<file path="src/rtl/dmem_req_if.sv">
// Bus bundle between the execute stage, the data memory and the memory stage.
//
// Handshake: an op transfers from execute on a cycle where ex_valid and
// ex_ready are both high and flush is low. A response transfers to the memory
// stage on a cycle where rsp_valid is high and mem_stall is low; while
// mem_stall is high, rsp_valid and the response fields are held unchanged.
interface dmem_req_if;
    logic        ex_valid;
    logic        ex_is_store;
    logic [2:0]  ex_funct3;
    logic [31:0] ex_addr;
    logic [31:0] ex_wdata;
    logic        ex_ready;
    logic        flush;
    logic        mem_stall;
    logic [31:0] dmem_addr;
    logic [3:0]  dmem_rmask;
    logic [3:0]  dmem_wmask;
    logic [31:0] dmem_wdata;
    logic        dmem_resp;
    logic [31:0] dmem_rdata;
    logic        rsp_valid;
    logic        rsp_is_load;
    logic [31:0] rsp_rdata;
    logic [1:0]  rsp_shift;
    logic        bad_req;

    // The request unit itself.
    modport slave (
        input  ex_valid, ex_is_store, ex_funct3, ex_addr, ex_wdata,
        input  flush, mem_stall, dmem_resp, dmem_rdata,
        output ex_ready, dmem_addr, dmem_rmask, dmem_wmask, dmem_wdata,
        output rsp_valid, rsp_is_load, rsp_rdata, rsp_shift, bad_req
    );

    // The surrounding pipeline and memory.
    modport master (
        output ex_valid, ex_is_store, ex_funct3, ex_addr, ex_wdata,
        output flush, mem_stall, dmem_resp, dmem_rdata,
        input  ex_ready, dmem_addr, dmem_rmask, dmem_wmask, dmem_wdata,
        input  rsp_valid, rsp_is_load, rsp_rdata, rsp_shift, bad_req
    );
endinterface

</file>
<file path="src/rtl/dmem_req_unit.sv">
// Data-memory request unit: accepts one RV32I load/store from execute,
// issues a single-cycle masked request, waits for the memory response and
// presents it to the memory stage. One op in flight at a time.
module dmem_req_unit (
    input  logic       clk,
    input  logic       rst,
    dmem_req_if.slave  bus,
    output logic [1:0] dbg_state_o
);

    typedef enum logic [1:0] {
        IDLE  = 2'd0,
        ISSUE = 2'd1,
        WAIT  = 2'd2,
        HOLD  = 2'd3
    } state_t;

    state_t      state_q;
    logic        drop_q;
    logic [31:0] addr_q;
    logic [3:0]  rmask_q;
    logic [3:0]  wmask_q;
    logic [31:0] wdata_q;
    logic        is_load_q;
    logic [1:0]  shift_q;
    logic [31:0] hold_q;

    logic        legal_f3_d;
    logic        aligned_d;
    logic        ok_d;
    logic        accept_d;
    logic [3:0]  mask_d;
    logic [31:0] wdata_d;
    logic        wait_hit_d;
    logic        hold_out_d;

    // Decode the op presented by execute: legality, alignment, lane mask and
    // replicated store data (replication puts the value on every lane, so the
    // mask alone selects the right bytes).
    always_comb begin
        legal_f3_d = 1'b0;
        aligned_d  = 1'b0;
        mask_d     = 4'b0000;
        wdata_d    = 32'h0;
        if (bus.ex_is_store) begin
            legal_f3_d = (bus.ex_funct3 == 3'd0) || (bus.ex_funct3 == 3'd1) ||
                         (bus.ex_funct3 == 3'd2);
        end else begin
            legal_f3_d = (bus.ex_funct3 == 3'd0) || (bus.ex_funct3 == 3'd1) ||
                         (bus.ex_funct3 == 3'd2) || (bus.ex_funct3 == 3'd4) ||
                         (bus.ex_funct3 == 3'd5);
        end
        case (bus.ex_funct3[1:0])
            2'b00: begin
                aligned_d = 1'b1;
                mask_d    = 4'b0001 << bus.ex_addr[1:0];
                wdata_d   = {4{bus.ex_wdata[7:0]}};
            end
            2'b01: begin
                aligned_d = ~bus.ex_addr[0];
                mask_d    = 4'b0011 << bus.ex_addr[1:0];
                wdata_d   = {2{bus.ex_wdata[15:0]}};
            end
            2'b10: begin
                aligned_d = (bus.ex_addr[1:0] == 2'b00);
                mask_d    = 4'b1111;
                wdata_d   = bus.ex_wdata;
            end
            default: begin
                aligned_d = 1'b0;
                mask_d    = 4'b0000;
                wdata_d   = 32'h0;
            end
        endcase
        ok_d       = legal_f3_d & aligned_d;
        accept_d   = (state_q == IDLE) & bus.ex_valid & ~bus.flush;
        // A flush arriving in the same cycle as the response also drops it.
        wait_hit_d = (state_q == WAIT) & bus.dmem_resp & ~drop_q & ~bus.flush;
        hold_out_d = (state_q == HOLD) & ~bus.flush;
    end

    // Request/response FSM with all latched op fields.
    always_ff @(posedge clk) begin
        if (rst) begin
            state_q   <= IDLE;
            drop_q    <= 1'b0;
            addr_q    <= 32'h0;
            rmask_q   <= 4'b0000;
            wmask_q   <= 4'b0000;
            wdata_q   <= 32'h0;
            is_load_q <= 1'b0;
            shift_q   <= 2'b00;
            hold_q    <= 32'h0;
        end else begin
            case (state_q)
                IDLE: begin
                    drop_q <= 1'b0;
                    if (accept_d && ok_d) begin
                        state_q   <= ISSUE;
                        addr_q    <= {bus.ex_addr[31:2], 2'b00};
                        is_load_q <= ~bus.ex_is_store;
                        shift_q   <= bus.ex_addr[1:0];
                        rmask_q   <= bus.ex_is_store ? 4'b0000 : mask_d;
                        wmask_q   <= bus.ex_is_store ? mask_d : 4'b0000;
                        wdata_q   <= bus.ex_is_store ? wdata_d : 32'h0;
                    end
                end
                ISSUE: begin
                    // Masks live for exactly this one cycle; a response here
                    // cannot belong to this request and is ignored.
                    state_q <= WAIT;
                    rmask_q <= 4'b0000;
                    wmask_q <= 4'b0000;
                    drop_q  <= drop_q | bus.flush;
                end
                WAIT: begin
                    if (bus.dmem_resp) begin
                        wdata_q <= 32'h0;
                        drop_q  <= 1'b0;
                        if (drop_q || bus.flush || !bus.mem_stall) begin
                            state_q <= IDLE;
                        end else begin
                            hold_q  <= bus.dmem_rdata;
                            state_q <= HOLD;
                        end
                    end else begin
                        drop_q <= drop_q | bus.flush;
                    end
                end
                HOLD: begin
                    if (bus.flush || !bus.mem_stall) begin
                        state_q <= IDLE;
                        drop_q  <= 1'b0;
                    end
                end
                default: begin
                    state_q <= IDLE;
                    drop_q  <= 1'b0;
                end
            endcase
        end
    end

    // Output drive: request fields come straight from registers; the
    // response path is combinational so an unstalled response is seen in the
    // same cycle as dmem_resp.
    always_comb begin
        bus.ex_ready    = (state_q == IDLE);
        bus.dmem_addr   = addr_q;
        bus.dmem_rmask  = rmask_q;
        bus.dmem_wmask  = wmask_q;
        bus.dmem_wdata  = wdata_q;
        bus.rsp_is_load = is_load_q;
        bus.rsp_shift   = shift_q;
        bus.bad_req     = ~rst & accept_d & ~ok_d;
        bus.rsp_valid   = ~rst & (wait_hit_d | hold_out_d);
        bus.rsp_rdata   = 32'h0;
        if (!rst && wait_hit_d) begin
            bus.rsp_rdata = bus.dmem_rdata;
        end else if (!rst && hold_out_d) begin
            bus.rsp_rdata = hold_q;
        end
        dbg_state_o     = state_q;
    end

endmodule

</file>
<file path="src/flat_wrapper.sv">
// flat-port wrapper written by rule: the top's interface ports become plain ports
module dmem_req_unit_flat 
  (clk, rst, dbg_state_o, bus_ex_valid, bus_ex_is_store, bus_ex_funct3, bus_ex_addr, bus_ex_wdata, bus_flush, bus_mem_stall, bus_dmem_resp, bus_dmem_rdata, bus_ex_ready, bus_dmem_addr, bus_dmem_rmask, bus_dmem_wmask, bus_dmem_wdata, bus_rsp_valid, bus_rsp_is_load, bus_rsp_rdata, bus_rsp_shift, bus_bad_req);
  dmem_req_if bus_i ();
  input  logic clk;
  input  logic rst;
  output logic [1:0] dbg_state_o;
  input wire logic [$bits(bus_i.ex_valid)-1:0] bus_ex_valid;
  input wire logic [$bits(bus_i.ex_is_store)-1:0] bus_ex_is_store;
  input wire logic [$bits(bus_i.ex_funct3)-1:0] bus_ex_funct3;
  input wire logic [$bits(bus_i.ex_addr)-1:0] bus_ex_addr;
  input wire logic [$bits(bus_i.ex_wdata)-1:0] bus_ex_wdata;
  input wire logic [$bits(bus_i.flush)-1:0] bus_flush;
  input wire logic [$bits(bus_i.mem_stall)-1:0] bus_mem_stall;
  input wire logic [$bits(bus_i.dmem_resp)-1:0] bus_dmem_resp;
  input wire logic [$bits(bus_i.dmem_rdata)-1:0] bus_dmem_rdata;
  output wire logic [$bits(bus_i.ex_ready)-1:0] bus_ex_ready;
  output wire logic [$bits(bus_i.dmem_addr)-1:0] bus_dmem_addr;
  output wire logic [$bits(bus_i.dmem_rmask)-1:0] bus_dmem_rmask;
  output wire logic [$bits(bus_i.dmem_wmask)-1:0] bus_dmem_wmask;
  output wire logic [$bits(bus_i.dmem_wdata)-1:0] bus_dmem_wdata;
  output wire logic [$bits(bus_i.rsp_valid)-1:0] bus_rsp_valid;
  output wire logic [$bits(bus_i.rsp_is_load)-1:0] bus_rsp_is_load;
  output wire logic [$bits(bus_i.rsp_rdata)-1:0] bus_rsp_rdata;
  output wire logic [$bits(bus_i.rsp_shift)-1:0] bus_rsp_shift;
  output wire logic [$bits(bus_i.bad_req)-1:0] bus_bad_req;
  assign bus_i.ex_valid = bus_ex_valid;
  assign bus_i.ex_is_store = bus_ex_is_store;
  assign bus_i.ex_funct3 = bus_ex_funct3;
  assign bus_i.ex_addr = bus_ex_addr;
  assign bus_i.ex_wdata = bus_ex_wdata;
  assign bus_i.flush = bus_flush;
  assign bus_i.mem_stall = bus_mem_stall;
  assign bus_i.dmem_resp = bus_dmem_resp;
  assign bus_i.dmem_rdata = bus_dmem_rdata;
  assign bus_ex_ready = bus_i.ex_ready;
  assign bus_dmem_addr = bus_i.dmem_addr;
  assign bus_dmem_rmask = bus_i.dmem_rmask;
  assign bus_dmem_wmask = bus_i.dmem_wmask;
  assign bus_dmem_wdata = bus_i.dmem_wdata;
  assign bus_rsp_valid = bus_i.rsp_valid;
  assign bus_rsp_is_load = bus_i.rsp_is_load;
  assign bus_rsp_rdata = bus_i.rsp_rdata;
  assign bus_rsp_shift = bus_i.rsp_shift;
  assign bus_bad_req = bus_i.bad_req;
  dmem_req_unit u_core (.clk(clk), .rst(rst), .bus(bus_i), .dbg_state_o(dbg_state_o));
endmodule
</file>
<file path="config.mk">
export PLATFORM = sky130hd
export DESIGN_NAME = dmem_req_unit_flat
export DESIGN_NICKNAME = d
export VERILOG_FILES = /design/src/rtl/dmem_req_if.sv /design/src/rtl/dmem_req_unit.sv /design/src/flat_wrapper.sv
export SDC_FILE = /design/constraint.sdc
export NUM_CORES = 1
export LEC_CHECK = 0
export ABC_AREA = 0
export CORE_MARGIN = 8
export CORE_UTILIZATION = 46
export DETAILED_ROUTE_END_ITERATION = 6
export PLACE_DENSITY = 0.85
export SLEW_MARGIN = 10
export SYNTH_ARGS = -nofsm -noshare
export SYNTH_HDL_FRONTEND = slang
export SYNTH_SLANG_ARGS = --single-unit
export TNS_END_PERCENT = 10
</file>
<file path="constraint.sdc">
create_clock -name clk -period 3.33 [get_ports clk]
set_input_delay 0.666 -clock clk [delete_from_list [all_inputs] [get_ports clk]]
set_output_delay 0.666 -clock clk [all_outputs]
set_load 0.03 [all_outputs]
</file>
==> reports/results.tsv <==
metric	value	unit
status	complete, no violations	
Hold-fix buffers, CTS	0	
Max Cap Violations	0	
H-tree levels	3	
commonest cells after routing, fill and taps aside	180 x clkdlybuf4s50_1, 145 x nand2_1, 108 x dfxtp_1, 67 x a21oi_1, 47 x buf_4	
CTS clk-pin slew, worst paths	100	ps
Ys Warns	0	
critical path buffer and inverter count	3	
Initial Utilization	0.464	
number of synthesized register bits	108	
Slew headroom	0.506	
Hold Slack	461	ps
initial drt markers	218	
NumNets Final	894	
fraction of layout cells with a size suffix above 1	0.0977	
Overflow after GRT	0	
Crit Path Category	in -> out	
hpwl dp	12100	um
Slowest-stage cell, CP	clkdlybuf4s50_1	
Critical Path End Type	primary output	
Final setup viols	0	
sequential element share of the synthesized area	0.436	
clk buf depth	2	
antenna cells	0	
pre-CTS setup slack	250	ps
num ports	218	
crit path launch type	input pin	
Die Width	120	um
WL final	15700	um
synth unique cells	43	
vias in the first global route	4941	
leakage	2.89	nW
DRC	0	
Core ar.	10700	um2
Fin Setup TNS	0	ps
FP Rows	38	
Mapped Cells	589	
mean post-synth cell area	8.43	um2
CP required	2660	ps
vias per inst	5.22	
Syn-to-layout area delta	48.7	%
die height	120	um
clk root buf	clkbuf_8	
VDD IR-drop max	0.254	mV
PD cells	408	nW/um2
Crit path top cell by count	buf_4	
CTS tree	done	
minimum clock period	3100	ps
First-pass DRT Iterations	4	
global placer's final weighted congestion	0.877	
IO Port Bufs	215	
Post-synth top flop	dfxtp_1	
largest net degree at the start of global routing	82	
hold crit path type	reg -> reg	
Synth async-reset ratio	0	
Worst EP arrival	2430	ps
Mapped Area	4960	um2
worst hold stages	2	
worst-path maximum fanout	13	
antenna viol nets, final	0	
number of synthesized flops with an enable pin	0	
clock skew	11.9	ps
most common cell after layout, fill and taps aside	clkdlybuf4s50_1	
GR Util All Layers	0.208	
final slew viol count	0	
TritonCTS Buffers	9	
vias	4848	
CTS-repair resized insts	0	
first-pass GRT wire length	24500	um
Critical Path Stages	6	
Fin. Hold Viols	0	
clk_lat worst skew	370	ps
WL per Instance	16.9	um
r2r worst-path depth	6	
Critical Path Max Stage Delay	520	ps
crit share post-route	0.930	
TritonCTS sink count	108	
fmax	323	MHz
Post-CTS Setup Inserts	0	
RSZ-0062 raised after global routing	no	
Worst-Margin Slew	742	ps
full die area	14400	um2
crit-path leading delay family	buffers and inverters	
Final WS setup	235	ps
antenna violations before repair	0	
CP Cell Sequence	clkdlybuf4s50_1, nor2_1, and3_1, buf_4, a22o_1, buf_4	
[worst reg2reg max path, stage by stage (launching register included)]
cell and delay [ps]:
dfxtp_1 370, inv_1 150, ha_1 320, o2111a_1 360, buf_4 370, nor2_1 80
a211oi_1 200
[per-layer routing]
metal / global-route usage / vias up / share of wire
met3: 0.0855 / 28 / 0.11
met2: 0.347 / 177 / 0.48
met5: 0 / - / 0
met4: 0.0882 / 0 / 0.030
li1: - / 2387 / -
met1: 0.230 / 2256 / 0.38
[worst paths after layout]
kind / startpoint / end / slack (ps)
max: bus_flush / bus_rsp_rdata[27] / 230
min: u_core.bus.dmem_addr[7] / u_core.bus.dmem_addr[7] / 460
max reg2reg: u_core.dbg_state_o[1] / u_core.bus.rsp_is_load / 1410
min reg2reg: u_core.bus.dmem_addr[7] / u_core.bus.dmem_addr[7] / 460
[sequential cells by signal (all words and copies together), names as in the netlist]
register / flops
u_core.drop_q: 1
u_core.bus.dmem_wmask: 4
u_core.dbg_state_o: 2
u_core.bus.dmem_rmask: 4
u_core.bus.rsp_shift: 2
u_core.bus.rsp_is_load: 1
u_core.hold_q: 32
u_core.bus.dmem_wdata: 32
u_core.bus.dmem_addr: 30
[kinds of logic after synthesis]
group,count (synthesis),synth area share
compound gates,148,0.204
fa+ha+maj,5,0.0126
buf+inv,55,0.0504
flops,108,0.436
mux,41,0.0829
other cells,1,0.000756
simple gates,231,0.213
[synthesized netlist by cell type, drive strengths merged, types with 2 or more instances]
cell type | number | area share
a21boi | 2 | 0.0038
nor3b | 2 | 0.0030
o21ai | 19 | 0.021
nor2b | 2 | 0.0025
nand2 | 145 | 0.11
a211oi | 3 | 0.0055
nor2 | 17 | 0.013
and2 | 17 | 0.021
inv | 6 | 0.0045
ha | 5 | 0.013
buf | 15 | 0.020
a22o | 43 | 0.076
nand2b | 35 | 0.044
a21oi | 67 | 0.068
clkbuf | 33 | 0.025
o211a | 2 | 0.0040
nor3 | 4 | 0.0040
a32o | 5 | 0.010
nand3b | 4 | 0.0061
dfxtp | 108 | 0.44
mux2i | 40 | 0.081
[layout make-up]
type	count	area (um2)
sequential	108	2160
multi-input combinational	427	2580
tap	140	175
fill	849	3320
clock inverter	6	87.6
inverter	7	26.3
timing repair buffer	230	2210
clock buffer	10	138
[through the flow]
stage	std cells	power, W	cell area [um2]	util
2_1_floorplan	590	0.00182	4970	-
3_3_place_gp	912	0.00213	7150	0.669
3_5_place_dp	912	0.00216	7150	0.669
4_1_cts	928	0.00303	7380	0.690
5_1_grt	928	0.00314	7380	0.690
6_report	928	0.00301	7380	0.690
[power breakdown]
part	internal, W	switching (W)	leakage, nW	total (W)
registers	0.00134	0.0000314	0.872	0.00137
clock network	0.000445	0.000439	0.116	0.000884
logic	0.000348	0.000412	1.90	0.000760
(Power assumes the default switching activity.)
